`config.mk`:
```
export PLATFORM = sky130hd
export DESIGN_NAME = i2c_slave_regs
export DESIGN_NICKNAME = d
export VERILOG_FILES = /design/src/rtl/i2c_slave_regs.sv
export SDC_FILE = /design/constraint.sdc
export NUM_CORES = 1
export LEC_CHECK = 0
export ABC_AREA = 1
export CORE_AREA = 2 2 128 130
export DETAILED_ROUTE_END_ITERATION = 7
export DIE_AREA = 0 0 130 132
export DONT_BUFFER_PORTS = 1
export GPL_ROUTABILITY_DRIVEN = 0
export PLACE_DENSITY = 0.82
export SYNTH_ARGS = -nofsm -noshare
export SYNTH_HDL_FRONTEND = slang
export SYNTH_SLANG_ARGS = --single-unit
export TNS_END_PERCENT = 30
```
`constraint.sdc`:
```
create_clock -name clock -period 2.4 [get_ports clock]
set_clock_uncertainty 0.05 [all_clocks]
set_input_delay 0.48 -clock clock [delete_from_list [all_inputs] [get_ports clock]]
set_output_delay 0.48 -clock clock [all_outputs]
set_load 0.05 [all_outputs]
```
`src/rtl/i2c_slave_regs.sv`:
```
// rtl/i2c_slave_regs.sv - I2C target exposing a byte-wide register file with pointer auto-increment
//
// Purpose:
//   Answers to SLAVE_ADDR on a shared SDA/SCL pair (behind external tristate
//   buffers). A master write sets a register pointer, then either writes bytes
//   (pointer auto-increments) or, after a (repeated) START with R/W=1, reads
//   bytes starting at the pointer. On-chip logic sees every master write via
//   wr_strobe/wr_addr/wr_data and can read any register through loc_addr/loc_data.
//   The internal clock must run at least 16x the SCL frequency.
//
// Ports:
//   clock      in   system clock, rising edge
//   reset_n    in   asynchronous active-low reset
//   SCL_i      in   sampled SCL line
//   SDA_i      in   sampled SDA line
//   SDA_t      out  1 = SDA released (high-Z), 0 = drive SDA_o
//   SDA_o      out  drive value, always 0 (open-drain)
//   busy       out  high from address match until STOP, NACK or next START
//   wr_strobe  out  one-clock pulse per register byte written by the master
//   wr_addr    out  register index of that write
//   wr_data    out  byte written
//   loc_addr   in   local read index
//   loc_data   out  regs[loc_addr], combinational

`timescale 1ns/1ps

module i2c_slave_regs #(
  parameter logic [6:0] SLAVE_ADDR = 7'h42,
  parameter int         DEPTH_LOG2 = 4
) (
  input  logic                  clock,
  input  logic                  reset_n,
  input  logic                  SCL_i,
  input  logic                  SDA_i,
  output logic                  SDA_t,
  output logic                  SDA_o,
  output logic                  busy,
  output logic                  wr_strobe,
  output logic [DEPTH_LOG2-1:0] wr_addr,
  output logic [7:0]            wr_data,
  input  logic [DEPTH_LOG2-1:0] loc_addr,
  output logic [7:0]            loc_data
);

  localparam int DEPTH = 1 << DEPTH_LOG2;

  typedef enum logic [2:0] {
    S_IDLE,
    S_ADDR,
    S_ACK,
    S_PTR,
    S_WDATA,
    S_RDATA,
    S_RACK
  } state_t;

  // Input synchronizers: stage 2 is the synchronized value, stage 3 is its
  // previous value for edge detection. Reset to 1 so an idle bus after reset
  // never looks like an edge.
  logic scl_s1, scl_s2, scl_s3;
  logic sda_s1, sda_s2, sda_s3;

  always_ff @(posedge clock or negedge reset_n) begin
    if (!reset_n) begin
      scl_s1 <= 1'b1;
      scl_s2 <= 1'b1;
      scl_s3 <= 1'b1;
      sda_s1 <= 1'b1;
      sda_s2 <= 1'b1;
      sda_s3 <= 1'b1;
    end else begin
      scl_s1 <= SCL_i;
      scl_s2 <= scl_s1;
      scl_s3 <= scl_s2;
      sda_s1 <= SDA_i;
      sda_s2 <= sda_s1;
      sda_s3 <= sda_s2;
    end
  end

  logic scl_rise, scl_fall, start_ev, stop_ev;
  assign scl_rise = scl_s2 & ~scl_s3;
  assign scl_fall = ~scl_s2 & scl_s3;
  assign start_ev = scl_s2 & sda_s3 & ~sda_s2;
  assign stop_ev  = scl_s2 & ~sda_s3 & sda_s2;

  state_t                state;
  state_t                ack_next;   // where to go once the ACK bit is released
  logic                  ack_held;   // ACK currently driven, waiting for its closing fall
  logic [3:0]            bit_cnt;
  logic [7:0]            shreg;
  logic [DEPTH_LOG2-1:0] ptr;
  logic [7:0]            regs [DEPTH];

  // Byte as it stands after the current rising-edge sample.
  logic [7:0] rx_byte;
  assign rx_byte = {shreg[6:0], sda_s2};

  assign SDA_o    = 1'b0;
  assign loc_data = regs[loc_addr];

  always_ff @(posedge clock or negedge reset_n) begin
    if (!reset_n) begin
      state     <= S_IDLE;
      ack_next  <= S_IDLE;
      ack_held  <= 1'b0;
      bit_cnt   <= 4'd0;
      shreg     <= 8'd0;
      ptr       <= '0;
      SDA_t     <= 1'b1;
      busy      <= 1'b0;
      wr_strobe <= 1'b0;
      wr_addr   <= '0;
      wr_data   <= 8'd0;
      for (int i = 0; i < DEPTH; i++) begin
        regs[i] <= 8'd0;
      end
    end else begin
      wr_strobe <= 1'b0;

      // Bus conditions win over bit handling and release SDA at once, so a
      // START/STOP during our ACK or read drive never fights the master.
      if (start_ev) begin
        state    <= S_ADDR;
        bit_cnt  <= 4'd0;
        ack_held <= 1'b0;
        SDA_t    <= 1'b1;
        busy     <= 1'b0;
      end else if (stop_ev) begin
        state    <= S_IDLE;
        ack_held <= 1'b0;
        SDA_t    <= 1'b1;
        busy     <= 1'b0;
      end else begin
        case (state)
          S_IDLE: begin
            SDA_t <= 1'b1;
          end

          S_ADDR, S_PTR, S_WDATA: begin
            if (scl_rise) begin
              shreg   <= rx_byte;
              bit_cnt <= bit_cnt + 4'd1;
              if (bit_cnt == 4'd7) begin
                bit_cnt <= 4'd0;
                case (state)
                  S_ADDR: begin
                    if (rx_byte[7:1] == SLAVE_ADDR) begin
                      state    <= S_ACK;
                      busy     <= 1'b1;
                      ack_next <= rx_byte[0] ? S_RDATA : S_PTR;
                    end else begin
                      state <= S_IDLE;
                    end
                  end
                  S_PTR: begin
                    ptr      <= rx_byte[DEPTH_LOG2-1:0];
                    state    <= S_ACK;
                    ack_next <= S_WDATA;
                  end
                  default: begin
                    regs[ptr] <= rx_byte;
                    wr_strobe <= 1'b1;
                    wr_addr   <= ptr;
                    wr_data   <= rx_byte;
                    ptr       <= ptr + 1'b1;
                    state     <= S_ACK;
                    ack_next  <= S_WDATA;
                  end
                endcase
              end
            end
          end

          // First fall after the 8th bit pulls SDA low; the next fall ends the
          // ACK slot. For a read, that same fall already presents data bit 7.
          S_ACK: begin
            if (scl_fall) begin
              if (!ack_held) begin
                SDA_t    <= 1'b0;
                ack_held <= 1'b1;
              end else begin
                ack_held <= 1'b0;
                state    <= ack_next;
                if (ack_next == S_RDATA) begin
                  SDA_t   <= regs[ptr][7];
                  shreg   <= {regs[ptr][6:0], 1'b1};
                  bit_cnt <= 4'd1;
                end else begin
                  SDA_t   <= 1'b1;
                  bit_cnt <= 4'd0;
                end
              end
            end
          end

          // bit_cnt counts bits already presented; the fall after bit 0 hands
          // SDA back to the master for its ACK/NACK.
          S_RDATA: begin
            if (scl_fall) begin
              if (bit_cnt == 4'd8) begin
                SDA_t   <= 1'b1;
                ptr     <= ptr + 1'b1;
                bit_cnt <= 4'd0;
                state   <= S_RACK;
              end else begin
                SDA_t   <= shreg[7];
                shreg   <= {shreg[6:0], 1'b1};
                bit_cnt <= bit_cnt + 4'd1;
              end
            end
          end

          S_RACK: begin
            if (scl_rise) begin
              if (!sda_s2) begin
                state   <= S_RDATA;
                shreg   <= regs[ptr];
                bit_cnt <= 4'd0;
              end else begin
                state <= S_IDLE;
                busy  <= 1'b0;
              end
            end
          end

          default: begin
            state <= S_IDLE;
            SDA_t <= 1'b1;
          end
        endcase
      end
    end
  end

endmodule

```
### Word level (Yosys, flattened, before mapping)

Cells that the tools add are included.

* flip-flop bits (word level): 172
* input bits: 8
* output and inout port bits: 24
* logic and storage cells: 194

* add/sub/neg operators: 2
* magnitude comparators: 3
* eq/ne operators: 41
* multiplexer cells: 80
* bitwise gates (word level): 15
* reductions and logical operators: 20

Operators by type and width (count)
* 128-bit bitwise mux: 1
* 8-bit 2-to-1 mux: 13
* 8-bit binary-select mux with 4-bit select: 2
* 4-bit 2-to-1 mux: 14
* 3-bit 2-to-1 mux: 14
* 4-bit != test, second input constant: 10
* 8-bit demux with 4-bit select: 1
* 8-bit case mux with 4 select lines: 1
* 1-bit 2-to-1 mux: 27
* 2-bit != test, second input constant: 13
* 8-bit AND reduction: 3
* 3-bit != test, second input constant: 7
* 4-bit case mux with 2 select lines: 2
* 4-bit case mux with 4 select lines: 1
* 3-bit case mux with 5 select lines: 1
* 3-bit == test, second input constant: 4
* 6-bit AND reduction: 2
* 11-bit AND reduction: 1
* 5-bit >= comparator, second input constant: 2
* 4-bit inverter with 5-bit output: 2
* 4-bit by 1-bit adder with 4-bit output, second input constant: 2
* 4-bit nonzero test: 2
* 7-bit == test, second input constant: 1
* 1-bit inverter: 7
* other kinds (21): 28

### Logic depth before layout (Yosys ltp)

* depth after elaboration: 10
* depth in mapped cells: 13
* depth with buffers taken out: 12

### Worst setup path after synthesis

OpenSTA, ideal clock, no wires.

* path kind: input-to-output
* from: input port loc_addr[1]
* to: output port loc_data[6]
* data arrival time: 2.429 ns
* required time: 1.870 ns
* path slack: -0.559 ns
* stages: 6
* buffers on the path: 2
* cell sequence: clkbuf_1 clkbuf_1 o21ai_0 a21oi_1 o22ai_1 o21ai_0

* cells in the longest elaborated chain, start to end: 4

RTL lines
* start: declaration: line 41 `input logic [DEPTH_LOG2-1:0] loc_addr,`
* 4-bit inverter with 5-bit output (not written as such): line 100 `assign loc_data = regs[loc_addr];`
* 8-bit binary-select mux with 4-bit select: line 100
* 8-bit 2-to-1 mux (not written as such) (2 in a row): line 100
* end: declaration: line 42 `output logic [7:0] loc_data`

No other way between the ends. The select of a mux whose other input is x is not followed.

### Worst setup path after layout

* from: register regs[90] (netlist bit)
* to: output port loc_data[2]

* cells in the longest elaborated chain, start to end: 3

RTL lines
* start: declaration: line 93 `logic [7:0] regs [DEPTH];`
* start signal: indexed assignment: line 162 `regs[ptr] <= rx_byte;`
* 8-bit binary-select mux with 4-bit select: line 100
* 8-bit 2-to-1 mux (not written as such) (2 in a row): line 100

No other way between the ends. The select of a mux whose other input is x is not followed.

==> reports/results.txt <==
Sequential area share after synthesis: 0.4295
Top-count cell post-synth: nand2_1
I/O pins: 32
CP arrival: 1.87 ns
Critical path's slowest cell: dfrtp_1
Worst slew pin tran: 0.6873 ns
Drt via density: 5.823
CTS Root Cell: clkbuf_16
Residual DRC count: 0
Gate Count Post-Synth: 1416
CP Launch Type: flop
Final worst path period need: 2.400 ns
Final Util: 0.6849
H-tree depth: 4
Final Max Slew Viols: 0
Cts hold-fix bufs: 2
Clk Latency, worst-skew pair: 0.45 ns
First-pass GRT wire length: 45620 um
Initial antenna violation count: 0
Distinct cells, synth: 42
Largest net degree at the start of global routing: 173
IR drop worst, VDD: 0.0008021 V
Crit. End Element: output pin
Top FF cell, synth: dfrtp_1
Stages on the worst setup path: 5
Port buffer count: 0
Global-route congestion overflow total: 0
Top post-synthesis cells by count: nand2_1 (460), dfrtp_1 (165), inv_1 (162), o21ai_0 (157), o21ai_1 (85)
Post-DP Area: 0.01015 mm^2
Mapped Nets: 1430
Die span in x: 130 um
Row count: 46
Top area cells in the synthesized netlist: dfrtp_1 (41%), nand2_1 (17%), o21ai_0 (7.8%), inv_1 (6.1%), o21ai_1 (4.2%)
Crit-path most repeated cell: o21ai_0
GRT Resource Usage Total: 0.3439
Hold_ws: -0.3251 ns
Hold Crit Class: in -> async
Synth warnings: 0
Hold Vio Cnt, Final: 171
Worst path max stage delay: 0.40 ns
Worst-path cell chain: o21ai_0 > o21ai_0 > o22ai_1 > o21ai_1 > buf_6
Core area: 0.01571 mm^2
N_diodes: 0
Top cell type's share of synthesized area: 0.4112
Synth Register Bits: 172
Initial Util: 0.6390
Async S/R FF share, synth: 1.000
Status: finished, violations left
DP Wirelength: 18040 um
Max Clk Rate: 416.7 MHz
Clock-pin slew on the worst setup and hold paths: 0.07 ns
CTS Buffer Depth: 2
CP bufs+invs: 1
Max Cap Violations: 0
Syn_area_per_cell: 7.091 um^2
Finished Layout Cells: 1612
Synthesized cell area: 0.01004 mm^2
Fraction of layout cells with a size suffix above 1: 0.08095
Leakage power: 5.042 nW
Largest area contributor in the netlist: dfrtp_1
Post-route cell area: 0.01076 mm^2
Clock tree sinks: 172
Antenna Nets Post-Route: 0
WL final: 28150 um
Ratio of final minimum period to clock period: 1.000
RSZ-0062 raised after global routing: yes
Iter 0 DRT Violations: 1229
Crit Path Category: reg -> out
Via count: 9386
Total power: 8.826 mW
EDFF count, synth: 0
DR pass1 iterations: 7
Crit Path Max Fanout: 3
CP delay by family, top: compound AO/OA/AOI/OAI gates
TritonCTS clock tree: built
Final setup viols: 0
Number of global-route vias before repair: 8846
Die area: 0.01716 mm^2
Die height: 132 um
Worst EP required: 1.87 ns
Failing checks: hold timing
Layout area overhead: 7.178%
Rel. slew slack: 0.5413
Placed cells: 1578
CTS Buf Count: 17
Post-DR wirelength/cell: 17.46 um
PD cells: 820.1 mW/mm^2
Fin nets: 1397
Reg2reg path depth: 9
[where the power goes]
part	internal, mW	switching (mW)	total [mW]
registers	3.07	0.206	3.27
clock network	1.45	1.26	2.72
logic	0.792	2.04	2.84
[path summary, 6_finish.rpt]
path	startpoint	end	slack, ns
min in group clock	scl_s1$_DFF_PN1_	scl_s2$_DFF_PN1_	0.31
max in group asynchronous	reset_n	SDA_t$_DFFE_PN1P_	2.24
hold reg to reg	scl_s1$_DFF_PN1_	scl_s2$_DFF_PN1_	0.31
setup reg to reg	state[2]$_DFFE_PN0P_	shreg[4]$_DFFE_PN0P_	0.18
hold / removal	reset_n	regs[97]$_DFFE_PN0P_	-0.33
setup / recovery	regs[90]$_DFFE_PN0P_	loc_data[2]	0.000005
[stage by stage]
stage          TNS (ns)  setup slack, ns
2_1_floorplan  -0.06906         -0.06906
3_3_place_gp          0           0.3327
3_5_place_dp          0           0.2609
4_1_cts               0          0.01719
5_1_grt        -0.07513         -0.04779
6_report              0      0.000005107
[registers in the layout, indices dropped and copies added (netlist names), 3 cells and up]
register  count
regs        128
shreg         8
wr_data       8
bit_cnt       4
ptr           4
wr_addr       4
ack_next      3
state         3
[repair_timing]
item | in CTS | in global routing
setup buffers | 0 | 0
gates resized for setup | 0 | 10
hold endpoints to repair | 174 | 172
endpoints found under the setup margin | 0 | 4
[layer usage]
metal | vias up | GRT usage | part of all wire
li1 | 4465 | - | -
met1 | 4336 | 0.4628 | 0.40
met2 | 495 | 0.5131 | 0.45
met3 | 90 | 0.1096 | 0.11
met4 | 0 | 0.1464 | 0.038
met5 | - | 0 | 0
[layout make-up]
cell class	instances	area, um^2
Tap cell	216	270.3
Inverter	168	634.4
Multi-Input combinational cell	990	4672
Clock buffer	19	432.9
Clock inverter	13	132.6
Fill cell	1338	4951
Sequential cell	172	4314
Timing Repair Buffer	34	305.3
[layout by cell type, fill, tap and decap left out, drive strengths merged]
master / n
a22oi: 2
nor3b: 1
buf: 32
nor2: 69
or2: 1
clkinv: 5
a21oi: 76
clkinvlp: 2
nand2: 463
inv: 173
dlygate4sd3: 2
dfstp: 7
nand4: 2
nand3b: 2
nor3: 8
ha: 6
o211ai: 2
bufinv: 1
o221ai: 14
a31oi: 1
o22ai: 3
o31ai: 1
dfrtp: 165
conb: 1
o21ai: 243
clkbuf: 19
nand3: 93
xor2: 2
[cell families (layout without fill, tap and decap cells)]
logic type                 count (synthesis)  count (layout)  synth area share
and+or+nand+nor                          639             639            0.2744
adders and majority gates                  6               6          0.007476
AOI/OAI and AO/OA                        342             342            0.1789
other                                      1               1         0.0003735
DFF                                      172             172            0.4295
xor gates and xnor gates                   2               2          0.001745
buffers and inverters                    254             234            0.1075
[worst register-to-register path, cell delays in order, from the launching register on]
cell,delay (ns)
dfrtp_1,0.62
inv_2,0.13
nand2_2,0.16
nand2_1,0.10
a21oi_1,0.34
nand3_2,0.32
nor2_1,0.18
nand3_1,0.09
nand2_1,0.10
inv_1,0.04
No activity file was read; power rests on OpenSTA's default activity.
